$ cat src/rtl/seq_div_unit.sv
// Restoring unsigned divider: one quotient bit per clock behind a start/done handshake.
// Divide-by-zero completes immediately with Q = all ones, R = X and dz set.
`timescale 1ns/1ps
module seq_div_unit #(
    parameter int unsigned WIDTH = 4
) (
    input  logic             clk,
    input  logic             rst_n,
    input  logic             start,
    input  logic [WIDTH-1:0] X,
    input  logic [WIDTH-1:0] Y,
    output logic             busy,
    output logic             done,
    output logic [WIDTH-1:0] Q,
    output logic [WIDTH-1:0] R,
    output logic             dz
);

    localparam int unsigned AW    = WIDTH + 1;
    localparam int unsigned CNT_W = $clog2(WIDTH + 1);

    typedef enum logic [1:0] {
        S_IDLE = 2'd0,
        S_RUN  = 2'd1,
        S_DONE = 2'd2
    } state_e;

    state_e             state_q, state_d;
    logic [CNT_W-1:0]   count_q, count_d;
    logic [AW-1:0]      a_q, a_d;
    logic [WIDTH-1:0]   wq_q, wq_d;
    logic [WIDTH-1:0]   y_q, y_d;
    logic               busy_q, busy_d;
    logic               done_q, done_d;
    logic [WIDTH-1:0]   q_q, q_d;
    logic [WIDTH-1:0]   r_q, r_d;
    logic               dz_q, dz_d;

    logic [AW+WIDTH-1:0] shift_c;
    logic [AW-1:0]       trial_c;
    logic                fits_c;

    // Shifted partial remainder and the trial subtraction for this iteration.
    always_comb begin
        shift_c = {a_q, wq_q} << 1;
        trial_c = shift_c[AW+WIDTH-1:WIDTH] - {1'b0, y_q};
        fits_c  = ~trial_c[AW-1];
    end

    // Next-state and datapath; results only load on the edge that enters DONE.
    always_comb begin
        state_d = state_q;
        count_d = count_q;
        a_d     = a_q;
        wq_d    = wq_q;
        y_d     = y_q;
        busy_d  = busy_q;
        done_d  = 1'b0;
        q_d     = q_q;
        r_d     = r_q;
        dz_d    = dz_q;

        case (state_q)
            S_IDLE, S_DONE: begin
                state_d = S_IDLE;
                busy_d  = 1'b0;
                if (start) begin
                    y_d     = Y;
                    a_d     = '0;
                    wq_d    = X;
                    count_d = CNT_W'(WIDTH);
                    if (Y == '0) begin
                        state_d = S_DONE;
                        done_d  = 1'b1;
                        q_d     = '1;
                        r_d     = X;
                        dz_d    = 1'b1;
                    end else begin
                        state_d = S_RUN;
                        busy_d  = 1'b1;
                    end
                end
            end
            S_RUN: begin
                a_d     = fits_c ? trial_c : shift_c[AW+WIDTH-1:WIDTH];
                wq_d    = shift_c[WIDTH-1:0] | WIDTH'(fits_c);
                count_d = count_q - CNT_W'(1);
                if (count_q == CNT_W'(1)) begin
                    state_d = S_DONE;
                    busy_d  = 1'b0;
                    done_d  = 1'b1;
                    q_d     = wq_d;
                    r_d     = a_d[WIDTH-1:0];
                    dz_d    = 1'b0;
                end
            end
            default: begin
                state_d = S_IDLE;
                busy_d  = 1'b0;
            end
        endcase
    end

    always_ff @(posedge clk or negedge rst_n) begin
        if (!rst_n) begin
            state_q <= S_IDLE;
            count_q <= '0;
            a_q     <= '0;
            wq_q    <= '0;
            y_q     <= '0;
            busy_q  <= 1'b0;
            done_q  <= 1'b0;
            q_q     <= '0;
            r_q     <= '0;
            dz_q    <= 1'b0;
        end else begin
            state_q <= state_d;
            count_q <= count_d;
            a_q     <= a_d;
            wq_q    <= wq_d;
            y_q     <= y_d;
            busy_q  <= busy_d;
            done_q  <= done_d;
            q_q     <= q_d;
            r_q     <= r_d;
            dz_q    <= dz_d;
        end
    end

    assign busy = busy_q;
    assign done = done_q;
    assign Q    = q_q;
    assign R    = r_q;
    assign dz   = dz_q;

endmodule

$ cat config.mk
export PLATFORM = sky130hd
export DESIGN_NAME = seq_div_unit
export DESIGN_NICKNAME = d
export VERILOG_FILES = /design/src/rtl/seq_div_unit.sv
export SDC_FILE = /design/constraint.sdc
export NUM_CORES = 1
export LEC_CHECK = 0
export CAP_MARGIN = 30
export CELL_PAD_IN_SITES_DETAIL_PLACEMENT = 1
export CELL_PAD_IN_SITES_GLOBAL_PLACEMENT = 2
export CORE_MARGIN = 3
export CORE_UTILIZATION = 31
export CTS_CLUSTER_DIAMETER = 50
export DETAILED_ROUTE_END_ITERATION = 16
export PLACE_DENSITY = 0.75
export SETUP_SLACK_MARGIN = 0.3
export SLEW_MARGIN = 30
export SYNTH_ARGS = -nofsm -noshare
export SYNTH_HDL_FRONTEND = slang
export SYNTH_SLANG_ARGS = --single-unit
$ cat constraint.sdc
create_clock -name clk -period 4.5 [get_ports clk]
set_clock_uncertainty 0.2 [all_clocks]
set_input_delay 0.675 -clock clk [delete_from_list [all_inputs] [get_ports clk]]
set_output_delay 0.675 -clock clk [all_outputs]
set_load 0.01 [all_outputs]
==> key figures <==
Synth
  • Post-synthesis mux area share: 0%
  • Largest family of logic cells by synthesized area: simple AND/OR/NAND/NOR gates
  • Post-synth top area share: 48.11%
  • Register bit total from synthesis: 28
  • Syn Inst Count: 158
  • Synth Area in Simple Gates: 22.77%
  • Unique masters post-synth: 35
  • Avg Cell Area, Syn: 9.218 um2
  • Area leader, netlist: dfrtp_1
  • Sequential area share after synthesis: 48.11%
  • Compound-Gate Fraction of Synth Area: 16.84%
  • Syn nets: 176
  • Synth Cell Area: 1456 um2
  • Dominant cells by area after synthesis: dfrtp_1, nand2_1, ha_1
  • Adder-cell share of the synthesized area: 6.529%
  • Synth Area in XOR/XNOR: 1.804%
  • Yosys warns: 0

Global routing
  • First-pass GRT wire length: 6451 um
  • Initial antenna violation count: 0
  • Pin count of the biggest net entering global routing: 29
  • Vias in the first global route: 1294
  • Total GRT Usage: 15.55%
  • Grt ovf: 0

Clocking
  • TritonCTS Sinks: 28
  • H-tree depth: 1
  • Max clock buf depth: 2
  • CTS tree: done
  • Post_cts resized: 0
  • Reg clk slew, reported paths: 0.10 ns
  • Root Driver: clkbuf_8
  • # hold bufs at CTS: 0
  • CTS Buf Count: 3
  • Post-CTS setup repair buffer count: 0
  • Worst-Skew Late Latency: 0.28 ns

Floorplan
  • Initial Util: 32.77%
  • Die Wd: 74.54 um
  • Row cnt: 24
  • Io pins: 22
  • Chip height: 74.54 um
  • Die area: 5556 um2
  • Area of the core: 4444 um2

Placed design
  • Placed wire-length estimate: 2884 um
  • Placed insts: 226
  • RD Place Congestion: 0.7238
  • Port Buf Inserts: 21

Timing
  • RSZ-0062 raised after global routing: no
  • Max Fclk: 415.4 MHz
  • Final Slew Violations: 0
  • Slew margin rel.: 60.29%
  • Tcrit/Tclk final: 53.49%
  • Final hold slack: 0.3187 ns
  • Final hold vios: 0
  • Setup TNS: 0 ns
  • Worst-margin pin slew: 0.5930 ns
  • Crit path time final: 2.407 ns
  • Final setup vio count: 0

Worst setup path
  • Startpoint Class: register
  • Crit Path Class: reg2reg
  • Worst R2R Start: wq_q[3]$_DFFE_PN0P_
  • R2R Setup Slk: 2.09 ns
  • Path depth of the worst reg2reg path: 8
  • Critical Path RT: 4.47 ns
  • Worst R2R End: a_q[3]$_DFFE_PN0P_
  • Critical Path Sink Type: register
  • Worst EP arrival: 2.37 ns
  • Crit path max fanout: 5

Hold path
  • Hold Crit Endpoint: count_q[1]$_DFFE_PN0P_
  • HP Class: reg2reg
  • WHS Path Cells: 2
  • Hold Startpoint: count_q[1]$_DFFE_PN0P_

Detailed routing
  • DRT iter0 DRCs: 60
  • Vias per cell: 5.300
  • Antenna-violating nets left: 0
  • DRT met1 WL: 1788 um
  • Final wirelength: 3810 um
  • Met2 WL: 1829 um
  • Drt pass-1 iters: 4
  • Met3 wire length: 109 um
  • Top Metal Used: met4
  • Routed vias: 1219
  • Wire per inst: 16.57 um
  • # DRC: 0

Layout
  • Area grow syn2layout: 22.34%
  • NumNets Final: 197
  • # fillers: 529
  • Layout cell share with drive strength beyond 1: 7.865%
  • Ant diodes: 0
  • Post-Layout Cell Count: 230

Power and ir drop
  • P_leak: 0.7767 nW
  • Tot Pwr: 0.001431 W
  • Maximum vdd drop: 0.0003209 V
  • PwrDens: 803.4 nW/um2

Outcome
  • Outcome: finished clean

Flow run
  • Max-cap violations: 0
## cells by family (layout without fill, tap and decap cells)
family,after synthesis,in the layout
buffers and inverters,13,33
xor gates and xnor gates,3,3
DFF,28,28
AOI/OAI and AO/OA,40,40
adders and majority gates,7,7
and+or+nand+nor,67,67
## report_power, final
group | internal, W | total (W) | switching (W)
sequential | 0.000374 | 0.000471 | 0.0000970
clock | 0.000119 | 0.000201 | 0.0000814
combinational | 0.000325 | 0.000760 | 0.000435
## stage by stage
| step | cell area, um2 | setup slack [ns] | utilization [%] |
|---|---|---|---|
| after global placement | 1708 | 2.022 | 38.43 |
| after floorplan | 1456 | 2.411 | - |
| final | 1782 | 2.093 | 40.09 |
| after detailed placement | 1708 | 1.959 | 38.43 |
| after CTS | 1779 | 2.093 | 40.03 |
| after global routing | 1782 | 1.898 | 40.09 |
## worst max path at each step
stage,from,endpoint,slack (ns),depth (start not counted)
after detailed placement,Y[1],R[3]$_DFFE_PN0P_,1.96,6
final,wq_q[3]$_DFFE_PN0P_,a_q[3]$_DFFE_PN0P_,2.09,8
after global routing,wq_q[3]$_DFFE_PN0P_,a_q[3]$_DFFE_PN0P_,1.90,8
after floorplan,wq_q[3]$_DFFE_PN0P_,a_q[3]$_DFFE_PN0P_,2.41,8
after CTS,wq_q[3]$_DFFE_PN0P_,a_q[3]$_DFFE_PN0P_,2.09,8
after global placement,Y[1],R[3]$_DFFE_PN0P_,2.02,6
## routing by layer
metal / GRT usage, % / vias up
met1: 20.40 / 608
met3: 2.973 / 8
met5: 0 / -
li1: - / 584
met2: 25.27 / 19
met4: 6.126 / 0
## worst max-delay path, stage by stage, from the launching register on
cell and delay [ns]:
dfrtp_1 0.38, inv_1 0.08, ha_1 0.23, fa_1 0.41, nand2b_1 0.19, a21oi_2 0.23, xnor2_1 0.28, nand2b_1 0.23
a21oi_1 0.08
## final cells by class
| cell class | count | area [um2] | area share (%) |
|---|---|---|---|
| flip-flops and latches | 28 | 700.7 | 39.33 |
| clock inverters | 1 | 30.03 | 1.685 |
| well taps | 52 | 65.06 | 3.652 |
| inverters | 7 | 26.28 | 1.475 |
| repair buffers | 22 | 217.7 | 12.22 |
| multi-input cells | 117 | 700.7 | 39.33 |
| clock buffers | 3 | 41.29 | 2.317 |
## sequential cells by signal, indices dropped and copies added (netlist names)
register,count
state_q,2
R,4
count_q,3
busy,1
y_q,4
a_q,4
dz,1
Q,4
wq_q,4
done,1
## cell usage in the layout, fill, tap and decap left out, types with 2 or more instances in the layout
| cell | n |
|---|---|
| nor2_1 | 15 |
| clkbuf_8 | 3 |
| a21oi_1 | 10 |
| nand3_1 | 5 |
| xnor2_1 | 2 |
| ha_1 | 6 |
| dfrtp_1 | 28 |
| nand2b_1 | 5 |
| a31oi_1 | 3 |
| inv_1 | 7 |
| nor4_1 | 2 |
| nand2_1 | 28 |
| o211ai_1 | 2 |
| clkdlybuf4s50_1 | 21 |
| a41oi_1 | 3 |
| nor2b_1 | 2 |
| a21oi_2 | 2 |
| o21ai_0 | 15 |
## cells in the mapped netlist (all sizes together)
| cell type | n |
|---|---|
| clkbuf | 5 |
| xnor2 | 2 |
| a41oi | 3 |
| or3 | 1 |
| and2b | 1 |
| and3 | 1 |
| nor4 | 3 |
| or2 | 1 |
| dfrtp | 28 |
| nand2 | 30 |
| nand3b | 1 |
| ha | 6 |
| o211ai | 2 |
| a22oi | 1 |
| and2 | 1 |
| nor2b | 3 |
| a21o | 1 |
| xor2 | 1 |
| fa | 1 |
| nand3 | 5 |
| o32a | 1 |
| o21ai | 16 |
| nand2b | 5 |
| buf | 1 |
| a21oi | 12 |
| nor2 | 15 |
| a31oi | 3 |
| inv | 7 |
| a211o | 1 |
Power figures use the tool's default switching activity.
